===== config.mk =====
export PLATFORM = sky130hd
export DESIGN_NAME = wave_sequencer
export DESIGN_NICKNAME = d
export VERILOG_FILES = /design/src/rtl/wave_sequencer.sv
export SDC_FILE = /design/constraint.sdc
export NUM_CORES = 1
export LEC_CHECK = 0
export CAP_MARGIN = 40
export CORE_MARGIN = 4
export CORE_UTILIZATION = 58
export CTS_BUF_LIST = sky130_fd_sc_hd__clkbuf_16
export DETAILED_ROUTE_END_ITERATION = 7
export PLACE_DENSITY = 0.8
export SKIP_LAST_GASP = 1
export SLEW_MARGIN = 20
export SYNTH_ARGS = -nofsm -noshare
export SYNTH_HDL_FRONTEND = slang
export SYNTH_SLANG_ARGS = --single-unit

===== constraint.sdc =====
create_clock -name clk -period 4.2 [get_ports clk]
set_input_delay 0.42 -clock clk [delete_from_list [all_inputs] [get_ports clk]]
set_output_delay 0.42 -clock clk [all_outputs]
set_load 0.05 [all_outputs]

===== src/rtl/wave_sequencer.sv =====
// Playlist controller driving the waveform generator select and reset.
// Optional SEQ_IRQ_EN adds a sticky completion/abort interrupt (irq, irq_clr).
module wave_sequencer #(
    parameter int DEPTH   = 4,
    parameter int DWELL_W = 8,
    localparam int AW     = $clog2(DEPTH)
) (
    input  logic               clk,
    input  logic               rst,
`ifdef SEQ_IRQ_EN
    input  logic               irq_clr,
    output logic               irq,
`endif
    input  logic               wr_en,
    input  logic [AW-1:0]      wr_addr,
    input  logic [2:0]         wr_sel,
    input  logic [DWELL_W-1:0] wr_dwell,
    input  logic [AW:0]        seq_len,
    input  logic               loop,
    input  logic               start,
    input  logic               stop,
    output logic [2:0]         select,
    output logic               gen_rst,
    output logic               busy,
    output logic               done,
    output logic [AW-1:0]      entry_idx,
    output logic               period_tick
);

    typedef enum logic [1:0] {
        IDLE,
        PRIME,
        PLAY,
        FINISH
    } state_t;

    localparam logic [AW:0]        DEPTH_L = (AW+1)'(DEPTH);
    localparam logic [AW:0]        LEN_ONE = (AW+1)'(1);
    localparam logic [AW-1:0]      IDX_ONE = AW'(1);
    localparam logic [DWELL_W-1:0] DW_ONE  = DWELL_W'(1);

    state_t state, state_n;

    logic [2:0]         tsel   [DEPTH];
    logic [DWELL_W-1:0] tdwell [DEPTH];

    logic [AW-1:0]      idx, idx_n;
    logic [7:0]         scnt, scnt_n;
    logic [DWELL_W-1:0] pcnt, pcnt_n;
    logic [AW:0]        len, len_n;
    logic               lp, lp_n;
    logic               last;
    logic               entry_end;
    logic               run_n;

    assign entry_idx = idx;
    assign last      = ({1'b0, idx} + LEN_ONE) >= len;
    // dwell of 0 wraps to the full 2^DWELL_W periods via modular compare
    assign entry_end = (scnt == 8'hff) && (pcnt == tdwell[idx] - DW_ONE);
    assign run_n     = (state_n == PRIME) || (state_n == PLAY);

    always_comb begin
        state_n = state;
        idx_n   = idx;
        scnt_n  = scnt;
        pcnt_n  = pcnt;
        len_n   = len;
        lp_n    = lp;
        unique case (state)
            IDLE: begin
                if (start && !stop && seq_len != '0) begin
                    state_n = PRIME;
                    idx_n   = '0;
                    scnt_n  = '0;
                    pcnt_n  = '0;
                    len_n   = (seq_len > DEPTH_L) ? DEPTH_L : seq_len;
                    lp_n    = loop;
                end
            end
            PRIME: begin
                scnt_n = '0;
                pcnt_n = '0;
                if (stop) begin
                    state_n = IDLE;
                    idx_n   = '0;
                end else begin
                    state_n = PLAY;
                end
            end
            PLAY: begin
                if (stop) begin
                    state_n = IDLE;
                    idx_n   = '0;
                    scnt_n  = '0;
                    pcnt_n  = '0;
                end else if (entry_end) begin
                    scnt_n = '0;
                    pcnt_n = '0;
                    if (!last) begin
                        state_n = PRIME;
                        idx_n   = idx + IDX_ONE;
                    end else if (lp) begin
                        state_n = PRIME;
                        idx_n   = '0;
                    end else begin
                        state_n = FINISH;
                    end
                end else begin
                    scnt_n = scnt + 8'd1;
                    if (scnt == 8'hff) begin
                        pcnt_n = pcnt + DW_ONE;
                    end
                end
            end
            FINISH: begin
                state_n = IDLE;
                idx_n   = '0;
            end
            default: begin
                state_n = IDLE;
                idx_n   = '0;
            end
        endcase
    end

    always_ff @(posedge clk or posedge rst) begin
        if (rst) begin
            state <= IDLE;
            idx   <= '0;
            scnt  <= '0;
            pcnt  <= '0;
            len   <= '0;
            lp    <= 1'b0;
        end else begin
            state <= state_n;
            idx   <= idx_n;
            scnt  <= scnt_n;
            pcnt  <= pcnt_n;
            len   <= len_n;
            lp    <= lp_n;
        end
    end

    // Outputs are registered from next-state values so they line up with state
    always_ff @(posedge clk or posedge rst) begin
        if (rst) begin
            select      <= '0;
            gen_rst     <= 1'b1;
            busy        <= 1'b0;
            done        <= 1'b0;
            period_tick <= 1'b0;
        end else begin
            select      <= run_n ? tsel[idx_n] : 3'd0;
            gen_rst     <= (state_n != PLAY);
            busy        <= run_n;
            done        <= (state_n == FINISH);
            period_tick <= (state_n == PLAY) && (scnt_n == 8'hff);
        end
    end

    always_ff @(posedge clk or posedge rst) begin
        if (rst) begin
            for (int i = 0; i < DEPTH; i++) begin
                tsel[i]   <= '0;
                tdwell[i] <= '0;
            end
        end else if (wr_en && state == IDLE) begin
            tsel[wr_addr]   <= wr_sel;
            tdwell[wr_addr] <= wr_dwell;
        end
    end

`ifdef SEQ_IRQ_EN
    logic abort;
    logic irq_set;

    assign abort   = stop && ((state == PRIME) || (state == PLAY));
    // Holding set through the FINISH cycle lets set win over a clear there
    assign irq_set = abort || (state_n == FINISH) || (state == FINISH);

    always_ff @(posedge clk or posedge rst) begin
        if (rst) begin
            irq <= 1'b0;
        end else if (irq_set) begin
            irq <= 1'b1;
        end else if (irq_clr) begin
            irq <= 1'b0;
        end
    end
`endif

endmodule


==> results of run 1 <==
## flip-flops by register name (all words and copies together), names as in the netlist
register and flops:
tdwell 32, tsel 12, pcnt 8, scnt 8
len 3, select 3, entry_idx 2, state 2
busy 1, done 1, gen_rst 1, lp 1
period_tick 1
## repair_timing
action | 4_1_cts | 5_1_grt
gates resized for setup | 0 | 1
setup endpoints to repair | 0 | 4
buffers inserted | 0 | 0
## final cells by class
cell class | count | area share
Multi-Input combinational cell | 246 | 0.421
Timing Repair Buffer | 36 | 0.0757
Inverter | 17 | 0.0136
Clock inverter | 7 | 0.0208
Sequential cell | 75 | 0.400
Clock buffer | 9 | 0.0480
Tap cell | 77 | 0.0205
## cells by family after synthesis
kind of cell / share of synthesized area
adders and majority gates: 0.0284
and+or+nand+nor: 0.139
DFF: 0.473
xor gates and xnor gates: 0.0199
buffers and inverters: 0.0290
muxes: 0.204
AOI/OAI and AO/OA: 0.107
## worst paths after layout
check / from / end / slack (ns) / cells after the start
max: entry_idx[0] / select[2] / 0.36 / 15
min: rst / tsel[4] / 0.31 / 2
max reg2reg: entry_idx[0] / select[2] / 0.36 / 15
min reg2reg: tsel[7] / tsel[7] / 0.50 / 1
max in group asynchronous: rst / entry_idx[0] / 2.92 / 4
min in group clk: tsel[7] / tsel[7] / 0.50 / 1
## layer usage
metal,GRT usage,vias to the layer above
met5,0,-
met4,0.111,0
met3,0.0367,19
met2,0.364,61
met1,0.299,1432
li1,-,1349
## report_power, final
part	internal, mW	switching (mW)	leakage [nW]
combinational	0.224	0.216	0.961
clock	0.524	0.311	0.154
sequential	0.848	0.0812	0.941
total	1.60	0.609	2.06
## worst max-delay path: stages (launching register included)
cell and delay (ns):
dfrtp_2 0.59, mux4_2 0.63, inv_1 0.14, ha_1 0.25, xor2_1 0.18, and4_1 0.21
nor4bb_1 0.12, a21oi_1 0.26, nor2_1 0.10, nand3_1 0.16, nand2b_1 0.07, a21oi_1 0.29
ha_1 0.31, inv_1 0.11, nand2_1 0.11, o22ai_1 0.21
## stage by stage
stage / total power [mW] / util / worst slack, ns
6_report: 2.21 / 0.723 / 0.360
5_1_grt: 2.31 / 0.723 / 0.0427
4_1_cts: 2.21 / 0.720 / 0.149
3_5_place_dp: 1.37 / 0.670 / 0.263
3_3_place_gp: 1.34 / 0.669 / 0.417
2_1_floorplan: 1.24 / - / 0.515
## synth_stat cells (2+ instances only)
| master | count |
|---|---|
| nor4_1 | 2 |
| o2bb2ai_1 | 2 |
| mux2_2 | 47 |
| a31oi_4 | 2 |
| a21oi_1 | 10 |
| nor2b_1 | 3 |
| and2_1 | 4 |
| nand2_1 | 28 |
| o21ai_0 | 17 |
| clkbuf_1 | 6 |
| a2bb2oi_1 | 2 |
| and3_1 | 4 |
| nor2_1 | 14 |
| xor2_1 | 5 |
| a21o_1 | 4 |
| buf_2 | 2 |
| mux2i_1 | 10 |
| and4_1 | 2 |
| inv_1 | 17 |
| mux4_2 | 8 |
| nor4b_1 | 2 |
| xnor2_1 | 4 |
| nor3b_1 | 3 |
| nand3_1 | 11 |
| nor3_1 | 8 |
| o31ai_1 | 2 |
| o211ai_1 | 2 |
| nand2b_1 | 14 |
| nor4bb_1 | 2 |
| o21ai_1 | 2 |
| o22ai_1 | 5 |
| dfrtp_1 | 74 |
| ha_1 | 9 |
==> metrics.txt, run 1 <==
most frequent cells in the layout 73 x dfrtp_1, 47 x mux2_2, 30 x clkdlybuf4s50_1; Rows 29; area delta synth->final 18.2%; Slew Viols, Final 0; Final Hold Fails 0; register area 0.00188 mm2; final setup fails 0; Yosys reg bits 75; DRT met1 WL 3830 um; Final Cell Area 0.00469 mm2; Post-synth EDFFs 0; share of the synthesized area in the top cell type 0.466; post-synthesis sequential area ratio 0.473; post-synthesis cell area 0.00397 mm2; MaxCap Viol Count 0; GPL Wtd Cong 0.833; root buffer cell clkbuf_16; Worst EP arrival 4.08 ns; CTS tree done; Multi-input gate area 0.00198 mm2; Startpoint Class flip-flop; Syn. warnings 0; Final #Nets 416; DR iter-0 viols 138; Worst-Margin Slew 0.787 ns; Most used DFF post-synth dfrtp_1; clock latency on the worst-skew pair 0.33 ns; relative slew slack 0.474; IO Port Bufs 30; post-DP HPWL 5830 um; antenna-violating nets left 0; peak supply drop 336 uV; DP Cell Count 450; routed wire length 8670 um; vias in the first global route 2916; P per Cell Area 470 mW/mm2; Worst EP required 4.44 ns; CP max FO 14; # diodes 0; Final Skew 0.00908 ns; Final Instance Count excl. Fillers 467; CTS sink cnt 75; leakage dissipation 2.06 nW; clk buf depth 2; Die Y 90.7 um; Hold Buf Count CTS 0; initial antenna violation count 0; first-pass GRT wire length 14600 um; Synth async-reset ratio 1.00; Period minus WS final 3.84 ns; Final TNS setup 0 ns; routed len/inst 18.6 um; most common cell after layout, fill and taps aside dfrtp_1; met3 routed WL 277 um; gr ovfl total 0; largest net degree at the start of global routing 40; RSZ-0062 raised after global routing false; critical path class flip-flop to flip-flop; vias 2861; CTS clk-pin slew, worst paths 0.06 ns; number of iterations in the first detailed-routing pass 4; largest area contributor in the netlist dfrtp_1; hold_ws 0.312 ns; I/O pin cnt 31; share of cells above drive strength 1 0.213; synth unique cells 54; fmax 260 MHz; wire length on met2 4340 um; syn nets 379; die area 0.00823 mm2; drt drc 0; clock buffer count from CTS 9; Global Route Usage Sum 0.227; CTS H-tree depth 3; dpl cell area 0.00435 mm2; Hold Path Class primary input to asynchronous set/reset pin; status completed; Die Wd 90.7 um; Core Box Area 0.00649 mm2; vias per cell 6.13; Fill cells 432; Synth area leaders dfrtp_1 47%, mux2_2 13%, mux4_2 4.5%; capturing element type of the critical path flip-flop; synthesized area per cell 11.4 um2; Cells after Synth 348; top routing layer in use met4; final clock period utilization by the worst path 0.914; Initial Util 0.611
Power figures use the tool's default switching activity.
==> inputs of run 2 (changes only) <==
--- a/config.mk
+++ b/config.mk
@@ -6,7 +6,6 @@
 export NUM_CORES = 1
 export LEC_CHECK = 0
 export CAP_MARGIN = 40
-export CORE_MARGIN = 4
 export CORE_UTILIZATION = 58
 export CTS_BUF_LIST = sky130_fd_sc_hd__clkbuf_16
 export DETAILED_ROUTE_END_ITERATION = 7
==> run 2 against run 1 <==
Clock power is 6.5% higher. Combinational power hardly changed. Global-route usage is 3.3 points higher. First-iteration DRC count is 14% higher. Die area is 13% lower. Critical path type unchanged. Largest power group unchanged.
==> metrics.txt, run 2 (synthesis results as in run 1) <==
CTS H-tree depth 3 (unchanged); Global Route Usage Sum 0.260 (+0.0331); Hold Buf Count CTS 0 (unchanged); most common cell after layout, fill and taps aside dfrtp_1; DP Cell Count 451 (+0.22%); post-layout util 0.727 (+0.00385); critical path class flip-flop to flip-flop; Startpoint Class flip-flop; I/O pin cnt 31 (unchanged); Die Y 84.7 um (-6.6%); CP max FO 14 (unchanged); Worst EP required 4.40 ns (-0.04 ns); Final Instance Count excl. Fillers 467 (unchanged); fmax 255 MHz (-2.1%); leakage dissipation 2.07 nW (+0.66%); Core Box Area 0.00649 mm2 (unchanged); final setup fails 0 (unchanged); CTS clk-pin slew, worst paths 0.06 ns (about the same); combinational power share 0.195 (-0.005); Sw Share 0.268 (-0.00818); Period minus WS final 3.92 ns (+0.0819 ns); reg-to-reg endpoint select[0]; Worst EP arrival 4.12 ns (+0.04 ns); first-pass GRT wire length 14200 um (-2.7%); Final Skew 0.00693 ns (-0.00215 ns); clock latency on the worst-skew pair 0.33 ns (about the same); initial antenna violation count 0 (unchanged); Final Hold Fails 0 (unchanged); vias 2895 (+1.2%); GRT met1 Usage 0.343 (+0.0443); Largest register FFs 32 (unchanged); Die Wd 84.7 um (-6.6%); sequential share of power 0.412 (-0.009); DR iter-0 viols 158 (+14%); Reg2Reg Setup Slack 0.28 ns (-0.08 ns); RSZ-0062 raised after global routing false; vias in the first global route 2907 (-0.31%); Rows 29 (unchanged); Fill cells 445 (+3.0%); area delta synth->final 18.9%; final clock period utilization by the worst path 0.934 (+0.0195); biggest regs tdwell: 32 flops, tsel: 12 flops; clock share of power 0.393 (+0.014); MaxCap Viol Count 0 (unchanged); Slew Viols, Final 0 (unchanged); status completed; peak supply drop 357 uV (+6.3%); relative slew slack 0.499 (+0.0252); routed wire length 8630 um (-0.36%); Multi-input gate area 0.00198 mm2 (unchanged); post-cts sizing count 0 (unchanged); capturing element type of the critical path flip-flop; M2 GR Usage 0.424 (+0.0604); most used routing layer met2; IO Port Bufs 30 (unchanged); Largest Register tdwell; internal power 1.66 mW (+3.8%); NetSw 607 uW (-0.37%); worst r2r path cells 12 (-3); most frequent cells in the layout 73 x dfrtp_1, 47 x mux2_2, 30 x clkdlybuf4s50_1; Final TNS setup 0 ns (unchanged); P per Cell Area 480 mW/mm2 (+2.1%); RR Startpoint entry_idx[0]; largest net degree at the start of global routing 30 (-25%); die area 0.00718 mm2 (-13%); antenna-violating nets left 0 (unchanged); share of cells above drive strength 1 0.215 (+0.00256); number of iterations in the first detailed-routing pass 5 (+1); met3 Usage GRT 0.0354 (-0.00127); register area 0.00188 mm2 (unchanged); root buffer cell clkbuf_16; Hold Path Class primary input to asynchronous set/reset pin; Final #Nets 416 (unchanged); CTS tree done; GPL Wtd Cong 0.848 (+1.9%); Worst-Margin Slew 0.749 ns (-0.0377 ns); CTS sink cnt 75 (unchanged); gr ovfl total 0 (unchanged); post-DP HPWL 5870 um (+0.66%); vias per cell 6.20 (+1.2%); clk buf depth 2 (unchanged); clock buffer count from CTS 9 (unchanged); drt drc 0 (unchanged); # diodes 0 (unchanged); setup repair bufs after CTS 0 (unchanged); Initial Util 0.611 (unchanged); routed len/inst 18.5 um (-0.36%)
==> run 2: cell types whose count changed in the layout (fill, tap and decap cells not counted), sizes merged <==
cell and delta:
bufinv +1, inv -1
==> run 2: worst max-delay path by stage <==
stage,startpoint,depth (start not counted),end,slack (ns)
2_1_floorplan,entry_idx[0],13,period_tick,0.51
3_3_place_gp,entry_idx[0],15,period_tick,0.42
3_5_place_dp,entry_idx[0],15,period_tick,0.22
4_1_cts,entry_idx[0],12,select[0],0.06
5_1_grt,entry_idx[0],15,select[0],0.04
6_report,entry_idx[0],12,select[0],0.28
==> run 2: per-layer routing <==
metal / up-vias / part of all wire
met1: 1425 / 0.42
met2: 97 / 0.50
met3: 26 / 0.044
li1: 1347 / -
met4: 0 / 0.036
met5: - / 0
==> run 2: final cells by class <==
type | count | area share
tap | 77 | 0.0204
clock buffer | 9 | 0.0477
sequential | 75 | 0.398
inverter | 17 | 0.0135
multi-input combinational | 246 | 0.419
timing repair buffer | 36 | 0.0753
clock inverter | 7 | 0.0260
==> run 2: metrics by stage <==
stage | instance area [um2] | setup slack, ns | hold WS [ns] | total power, mW
2_1_floorplan | 3970 | 0.515 | 0.450 | 1.24
3_3_place_gp | 4350 | 0.418 | 0.468 | 1.34
3_5_place_dp | 4370 | 0.217 | 0.494 | 1.37
4_1_cts | 4720 | 0.0564 | 0.441 | 2.27
5_1_grt | 4720 | 0.0372 | 0.493 | 2.36
6_report | 4720 | 0.278 | 0.431 | 2.26
==> run 2: worst max-delay path, cell delays in order, from the launching register on <==
cell,delay [ns]
dfrtp_2,0.58
mux4_2,0.65
inv_1,0.16
ha_1,0.26
xor2_1,0.23
nand3_1,0.13
nor4b_1,0.34
a21oi_1,0.19
nor2_1,0.19
nand3_1,0.17
a31oi_4,0.43
mux2i_1,0.32
o22ai_1,0.13
==> run 2: power groups by stage <==
| stage | Clock, mW | Combinational (mW) | Sequential [mW] |
|---|---|---|---|
| 6_report | 0.890 | 0.441 | 0.933 |
| 5_1_grt | 0.932 | 0.482 | 0.944 |
| 4_1_cts | 0.899 | 0.443 | 0.932 |
| 3_5_place_dp | 0 | 0.434 | 0.936 |
| 3_3_place_gp | 0 | 0.415 | 0.929 |
| 2_1_floorplan | 0 | 0.314 | 0.927 |
